$ cat src/rtl/cam_seq_pkg.sv
// Shared types and constants for the camera power-up sequencer.
// Holds the state encoding, default timings and the pin/retry helpers.
package cam_seq_pkg;

    localparam int RETRY_W = 4;
    localparam int TMR_W   = 16;

    localparam int DEF_PWDN_MS   = 10;
    localparam int DEF_RST_US    = 20;
    localparam int DEF_SETTLE_MS = 5;
    localparam int DEF_CFG_TO_MS = 500;
    localparam int DEF_MAX_RETRY = 3;

    localparam logic [RETRY_W-1:0] RETRY_SAT = 4'd15;

    typedef enum logic [2:0] {
        ST_IDLE   = 3'd0,
        ST_PWDN   = 3'd1,
        ST_RESET  = 3'd2,
        ST_SETTLE = 3'd3,
        ST_CFG    = 3'd4,
        ST_READY  = 3'd5,
        ST_FAIL   = 3'd6
    } cam_state_e;

    typedef struct packed {
        logic pwdn;
        logic rst_n;
        logic ready;
        logic fail;
    } cam_pins_t;

    // Saturating increment so a long fault history never wraps back to zero.
    function automatic logic [RETRY_W-1:0] retry_inc(input logic [RETRY_W-1:0] cnt);
        logic [RETRY_W-1:0] res;
        if (cnt == RETRY_SAT) begin
            res = cnt;
        end else begin
            res = cnt + 4'd1;
        end
        return res;
    endfunction

    // Sensor pin levels implied by a state; unknown encodings park the sensor safely off.
    function automatic cam_pins_t state_pins(input cam_state_e st);
        cam_pins_t p;
        p = '{pwdn: 1'b1, rst_n: 1'b0, ready: 1'b0, fail: 1'b0};
        case (st)
            ST_IDLE:   p = '{pwdn: 1'b1, rst_n: 1'b0, ready: 1'b0, fail: 1'b0};
            ST_PWDN:   p = '{pwdn: 1'b1, rst_n: 1'b0, ready: 1'b0, fail: 1'b0};
            ST_RESET:  p = '{pwdn: 1'b0, rst_n: 1'b0, ready: 1'b0, fail: 1'b0};
            ST_SETTLE: p = '{pwdn: 1'b0, rst_n: 1'b1, ready: 1'b0, fail: 1'b0};
            ST_CFG:    p = '{pwdn: 1'b0, rst_n: 1'b1, ready: 1'b0, fail: 1'b0};
            ST_READY:  p = '{pwdn: 1'b0, rst_n: 1'b1, ready: 1'b1, fail: 1'b0};
            ST_FAIL:   p = '{pwdn: 1'b1, rst_n: 1'b0, ready: 1'b0, fail: 1'b1};
            default:   p = '{pwdn: 1'b1, rst_n: 1'b0, ready: 1'b0, fail: 1'b0};
        endcase
        return p;
    endfunction

endpackage

$ cat src/rtl/cam_pwr_seq_tick_timer.sv
// Shared tick counter for all timed sequencer states.
// expire is combinational so the state can leave on the cycle the last tick arrives.
module tick_timer
    import cam_seq_pkg::*;
(
    input  logic             clk,
    input  logic             rst,
    input  logic             clr,
    input  logic             tck,
    input  logic [TMR_W-1:0] limit,
    output logic             expire
);

    logic [TMR_W-1:0] cnt_q;
    logic [TMR_W-1:0] cnt_d;
    logic [TMR_W:0]   sum_s;

    // Count plus the tick sampled this cycle, compared against the limit.
    always_comb begin
        sum_s  = {1'b0, cnt_q} + {{TMR_W{1'b0}}, tck};
        expire = (sum_s >= {1'b0, limit});
        if (clr) begin
            cnt_d = {TMR_W{1'b0}};
        end else if (sum_s[TMR_W]) begin
            cnt_d = cnt_q;
        end else begin
            cnt_d = sum_s[TMR_W-1:0];
        end
    end

    // Counter register.
    always_ff @(posedge clk or negedge rst) begin
        if (!rst) begin
            cnt_q <= {TMR_W{1'b0}};
        end else begin
            cnt_q <= cnt_d;
        end
    end

endmodule

$ cat src/rtl/cam_pwr_seq.sv
// Camera power-down / reset / configuration sequencer with bounded retries.
// Outputs are registered from the next state, so pins follow a transition by one edge.
module cam_pwr_seq
    import cam_seq_pkg::*;
#(
    parameter int PWDN_MS   = DEF_PWDN_MS,
    parameter int RST_US    = DEF_RST_US,
    parameter int SETTLE_MS = DEF_SETTLE_MS,
    parameter int CFG_TO_MS = DEF_CFG_TO_MS,
    parameter int MAX_RETRY = DEF_MAX_RETRY
) (
    input  logic               clk,
    input  logic               rst,
    input  logic               pll_locked,
    input  logic               us_tck,
    input  logic               ms_tck,
    input  logic               cfg_done,
    input  logic               cfg_err,
    output logic               cam_pwdn,
    output logic               cam_rst_n,
    output logic               cfg_start,
    output logic               cam_ready,
    output logic               seq_fail,
    output logic [RETRY_W-1:0] retry_cnt
);

    localparam logic [TMR_W-1:0]   PWDN_LIM   = TMR_W'(PWDN_MS);
    localparam logic [TMR_W-1:0]   RST_LIM    = TMR_W'(RST_US);
    localparam logic [TMR_W-1:0]   SETTLE_LIM = TMR_W'(SETTLE_MS);
    localparam logic [TMR_W-1:0]   CFG_TO_LIM = TMR_W'(CFG_TO_MS);
    localparam logic [RETRY_W-1:0] RETRY_LIM  = RETRY_W'(MAX_RETRY);

    cam_state_e         state_q;
    cam_state_e         state_d;
    logic [RETRY_W-1:0] retry_q;
    logic [RETRY_W-1:0] retry_d;
    logic [RETRY_W-1:0] retry_next_s;

    logic               tmr_clr_s;
    logic               tmr_tck_s;
    logic [TMR_W-1:0]   tmr_limit_s;
    logic               tmr_expire_s;

    cam_pins_t          pins_d;
    logic               cam_pwdn_q;
    logic               cam_rst_n_q;
    logic               cfg_start_q;
    logic               cfg_start_d;
    logic               cam_ready_q;
    logic               seq_fail_q;

    tick_timer u_tick_timer (
        .clk    (clk),
        .rst    (rst),
        .clr    (tmr_clr_s),
        .tck    (tmr_tck_s),
        .limit  (tmr_limit_s),
        .expire (tmr_expire_s)
    );

    // Pick the tick source and length for the current timed state.
    always_comb begin
        tmr_tck_s   = 1'b0;
        tmr_limit_s = {TMR_W{1'b1}};
        case (state_q)
            ST_PWDN: begin
                tmr_tck_s   = ms_tck;
                tmr_limit_s = PWDN_LIM;
            end
            ST_RESET: begin
                tmr_tck_s   = us_tck;
                tmr_limit_s = RST_LIM;
            end
            ST_SETTLE: begin
                tmr_tck_s   = ms_tck;
                tmr_limit_s = SETTLE_LIM;
            end
            ST_CFG: begin
                tmr_tck_s   = ms_tck;
                tmr_limit_s = CFG_TO_LIM;
            end
            default: begin
                tmr_tck_s   = 1'b0;
                tmr_limit_s = {TMR_W{1'b1}};
            end
        endcase
    end

    // Next-state and retry logic; lock loss outranks every event except in IDLE/FAIL.
    always_comb begin
        state_d      = state_q;
        retry_d      = retry_q;
        retry_next_s = retry_inc(retry_q);
        if ((state_q != ST_IDLE) && (state_q != ST_FAIL) && !pll_locked) begin
            state_d = ST_IDLE;
        end else begin
            case (state_q)
                ST_IDLE: begin
                    if (pll_locked) begin
                        state_d = ST_PWDN;
                    end else begin
                        state_d = ST_IDLE;
                    end
                end
                ST_PWDN: begin
                    if (tmr_expire_s) begin
                        state_d = ST_RESET;
                    end else begin
                        state_d = ST_PWDN;
                    end
                end
                ST_RESET: begin
                    if (tmr_expire_s) begin
                        state_d = ST_SETTLE;
                    end else begin
                        state_d = ST_RESET;
                    end
                end
                ST_SETTLE: begin
                    if (tmr_expire_s) begin
                        state_d = ST_CFG;
                    end else begin
                        state_d = ST_SETTLE;
                    end
                end
                ST_CFG: begin
                    // Error beats done, done beats the timeout tick.
                    if (cfg_err || (!cfg_done && tmr_expire_s)) begin
                        retry_d = retry_next_s;
                        if (retry_next_s < RETRY_LIM) begin
                            state_d = ST_PWDN;
                        end else begin
                            state_d = ST_FAIL;
                        end
                    end else if (cfg_done) begin
                        state_d = ST_READY;
                    end else begin
                        state_d = ST_CFG;
                    end
                end
                ST_READY: state_d = ST_READY;
                ST_FAIL:  state_d = ST_FAIL;
                default:  state_d = ST_IDLE;
            endcase
        end
    end

    assign tmr_clr_s = (state_d != state_q);

    // Output decode from the next state so the registered pins track the new state.
    always_comb begin
        pins_d      = state_pins(state_d);
        cfg_start_d = (state_d == ST_CFG) && (state_q != ST_CFG);
    end

    // State and retry registers.
    always_ff @(posedge clk or negedge rst) begin
        if (!rst) begin
            state_q <= ST_IDLE;
            retry_q <= {RETRY_W{1'b0}};
        end else begin
            state_q <= state_d;
            retry_q <= retry_d;
        end
    end

    // Output registers.
    always_ff @(posedge clk or negedge rst) begin
        if (!rst) begin
            cam_pwdn_q  <= 1'b1;
            cam_rst_n_q <= 1'b0;
            cfg_start_q <= 1'b0;
            cam_ready_q <= 1'b0;
            seq_fail_q  <= 1'b0;
        end else begin
            cam_pwdn_q  <= pins_d.pwdn;
            cam_rst_n_q <= pins_d.rst_n;
            cfg_start_q <= cfg_start_d;
            cam_ready_q <= pins_d.ready;
            seq_fail_q  <= pins_d.fail;
        end
    end

    assign cam_pwdn  = cam_pwdn_q;
    assign cam_rst_n = cam_rst_n_q;
    assign cfg_start = cfg_start_q;
    assign cam_ready = cam_ready_q;
    assign seq_fail  = seq_fail_q;
    assign retry_cnt = retry_q;

endmodule

$ cat config.mk
export PLATFORM = sky130hd
export DESIGN_NAME = cam_pwr_seq
export DESIGN_NICKNAME = d
export VERILOG_FILES = /design/src/rtl/cam_seq_pkg.sv /design/src/rtl/cam_pwr_seq_tick_timer.sv /design/src/rtl/cam_pwr_seq.sv
export SDC_FILE = /design/constraint.sdc
export NUM_CORES = 1
export LEC_CHECK = 0
export CAP_MARGIN = 20
export CORE_MARGIN = 1
export CORE_UTILIZATION = 29
export CTS_CLUSTER_DIAMETER = 120
export CTS_CLUSTER_SIZE = 28
export DETAILED_ROUTE_END_ITERATION = 12
export PLACE_DENSITY_LB_ADDON = 0.15
export SLEW_MARGIN = 0
export SYNTH_ARGS = -nofsm -noshare
export SYNTH_HDL_FRONTEND = slang
export SYNTH_SLANG_ARGS = --single-unit
$ cat constraint.sdc
create_clock -name clk -period 7.97 [get_ports clk]
set_input_delay 0.797 -clock clk [delete_from_list [all_inputs] [get_ports clk]]
set_output_delay 0.797 -clock clk [all_outputs]
set_load 0.02 [all_outputs]
==> reports/results.txt <==
CP Data Arrival Time = 5.21 ns
r2r startpoint = state_q[2]
mux cell area share after synthesis = 0.04096
register area share after synthesis = 0.3283
# nets final = 275
largest area contributor in the netlist = dfrtp_1
# clock sinks = 28
htree depth = 1
I/O Buffers = 15
worst-case reg-to-reg path depth = 18
WL per Instance = 14.30 um
CTS resizes = 0
Detailed Route WL = 4906 um
final setup fails = 0
critical path startpoint category = flop
clk slew on worst S/H paths = 0.10 ns
fillers = 730
Die H = 87.87 um
Clk Latency, worst-skew pair = 0.28 ns
largest family of logic cells by synthesized area = simple AND/OR/NAND/NOR gates
Synth top area share = 0.3160
CTS Buffer Depth = 2
gpl congestion = 0.7919
vias in the first global route = 1,704
Num CTS Buffers = 3
antenna violations before repair = 0
Setup crit end kind = flop
synth top area cells = dfrtp_1 32%, ha_1 12%, xor2_1 4.1%, nor3_1 3.3%, nand3_1 3.0%
io pins = 16
final count of hold timing violations = 0
Die Area = 7721 sq um
area of the core = 6944 sq um
Hold Path Sink = retry_cnt[0]
first-pass GRT wire length = 8493 um
Post-Syn Nets = 261
Worst Path Max Fanout = 16
final clock skew = 0.002224 ns
CTS tree = done
Post-synth ARST share = 1.000
area grow syn2layout = 13.93%
Post-CTS Hold Fix Bufs = 0
RSZ-0062 raised after global routing = no
fin area = 2436 sq um
status = complete, no violations
Post-Synth Simple-Gate Area = 0.1995
number of synthesized flops with an enable pin = 0
Initial Util = 0.3079
ANT cells = 0
# rows = 30
total track usage = 0.1413
slew margin rel. = 0.4709
Slew @ Worst Pin = 0.7937 ns
Final Total Pwr = 0.0004676 W
root buf cell = clkbuf_8
Post-Synthesis Cells = 234
Synth Area in Adders = 0.1170
hold depth = 1
mapped cell area = 2138 sq um
Crit Path Category = reg -> reg
grt total ovfl = 0
Iter 0 DRT Violations = 61
distinct cell type count after synthesis = 48
share of layout cells above drive strength 1 = 0.06883
top_reg_cell synth = dfrtp_1
max-cap violations = 0
Synth Area in XOR/XNOR = 0.06963
final cycle utilization of the critical path = 0.6371
top cells by count, synth = 27 x dfrtp_1, 20 x ha_1, 16 x inv_1, 16 x nand2_1, 14 x nor3_1
Lkg Pwr = 1.166 nW
router iterations before antenna repair = 4
Power Density = 191.9 nW/um^2
Hold Path Class = reg -> reg
Seq cells post-synth = 28
Via Count = 1,688
largest net degree at the start of global routing = 29
worst hold margin = 0.5873 ns
Period minus WS final = 5.077 ns
CP required = 8.10 ns
Syn. warnings = 0
DRC viols = 0
synthesized area per cell = 9.138 sq um
Setup Buffers After CTS = 0
routed vias/inst = 4.921
Post-DP HPWL = 3650 um
antenna-violating nets left = 0
most frequent cell after synthesis = dfrtp_1
Cell Area, Placed = 2381 sq um
Worst R2R End = u_tick_timer.cnt_q[1]
maximum VDD drop = 0.0001736 V
Max Slew Vio Count = 0
R2R setup slack = 2.89 ns
Max Fclk = 197.0 MHz
Setup TNS Final = 0 ns
Synth Area in Compound Gates = 0.1984
hold_sp = retry_cnt[0]
Die Wd = 87.87 um
## power breakdown
group          switching [W]  internal (W)
Sequential         0.0000185      0.000156
Combinational       0.000124     0.0000784
Clock              0.0000462     0.0000443
Total               0.000189      0.000279
## cells in the final DEF, fill, tap and decap left out, types with 5 or more instances in the layout
| cell | Yosys | routed |
|---|---|---|
| nor3_1 | 14 | 14 |
| dfrtp_1 | 27 | 27 |
| mux2i_1 | 5 | 5 |
| nand4_1 | 6 | 6 |
| a211oi_1 | 8 | 8 |
| nor2b_1 | 8 | 8 |
| ha_1 | 20 | 20 |
| xnor2_1 | 7 | 7 |
| nor2_1 | 13 | 13 |
| xor2_1 | 10 | 10 |
| nand3_1 | 13 | 13 |
| clkdlybuf4s50_1 | 0 | 15 |
| a21oi_1 | 8 | 8 |
| o21ai_0 | 7 | 7 |
| nand2_1 | 16 | 16 |
| inv_1 | 16 | 16 |
## cell type report
cell class | instances | area (sq um) | area share
Inverter | 17 | 63.81 | 0.02619
Clock buffer | 4 | 55.05 | 0.02260
Multi-Input combinational cell | 182 | 1338 | 0.5490
Timing Repair Buffer | 16 | 157.7 | 0.06471
Tap cell | 96 | 120.1 | 0.04931
Sequential cell | 28 | 701.9 | 0.2881
## flip-flops by register name (all words and copies together) (netlist names)
signal	cells
cam_pwdn	1
cam_ready	1
cam_rst_n	1
cfg_start	1
retry_cnt	4
seq_fail	1
state_q	3
u_tick_timer.cnt_q	16
## layer usage
metal	track usage	vias to the layer above	wire (um)
li1	-	876	-
met1	0.2006	788	2475
met2	0.2227	20	2244
met3	0.02451	4	135
met4	0.03279	0	51
met5	0	-	0
## critical path, stage by stage (launching register included)
cell and delay [ns]:
dfrtp_1 0.65, clkinv_1 0.40, nor2_1 0.31, nand3_1 0.10, o21ai_0 0.13, ha_1 0.23
ha_1 0.28, nand2_1 0.12, nor2_1 0.15, and4_1 0.22, xnor2_1 0.14, inv_1 0.07
ha_1 0.29, nand3_1 0.09, a211o_1 0.33, o21ai_2 0.34, o21ai_0 0.21, a221oi_4 0.72
nor3_1 0.15
## how the worst max path moves through the flow
stage                from                      to  slack (ns)  cells after the start
3_5_place_dp       ms_tck  u_tick_timer.cnt_q[11]        2.82                     17
5_1_grt        state_q[2]  u_tick_timer.cnt_q[13]        2.37                     18
6_report       state_q[2]   u_tick_timer.cnt_q[1]        2.89                     18
3_3_place_gp   state_q[2]   u_tick_timer.cnt_q[1]        2.88                     18
4_1_cts        state_q[2]   u_tick_timer.cnt_q[1]        2.88                     18
2_1_floorplan  state_q[1]            retry_cnt[1]        3.97                     18
## cell families after synthesis
family / Yosys count
and+or+nand+nor: 84
DFF: 28
xor gates and xnor gates: 17
muxes: 8
AOI/OAI and AO/OA: 53
buffers and inverters: 24
adders and majority gates: 20
## through the flow
step / setup slack (ns) / std cells / util
floorplan: 3.971 / 234 / -
global placement: 2.879 / 339 / 0.3429
CTS: 2.882 / 343 / 0.3508
global route: 2.366 / 343 / 0.3508
finish: 2.893 / 343 / 0.3508
detailed placement: 2.820 / 339 / 0.3429
(Power assumes the default switching activity.)
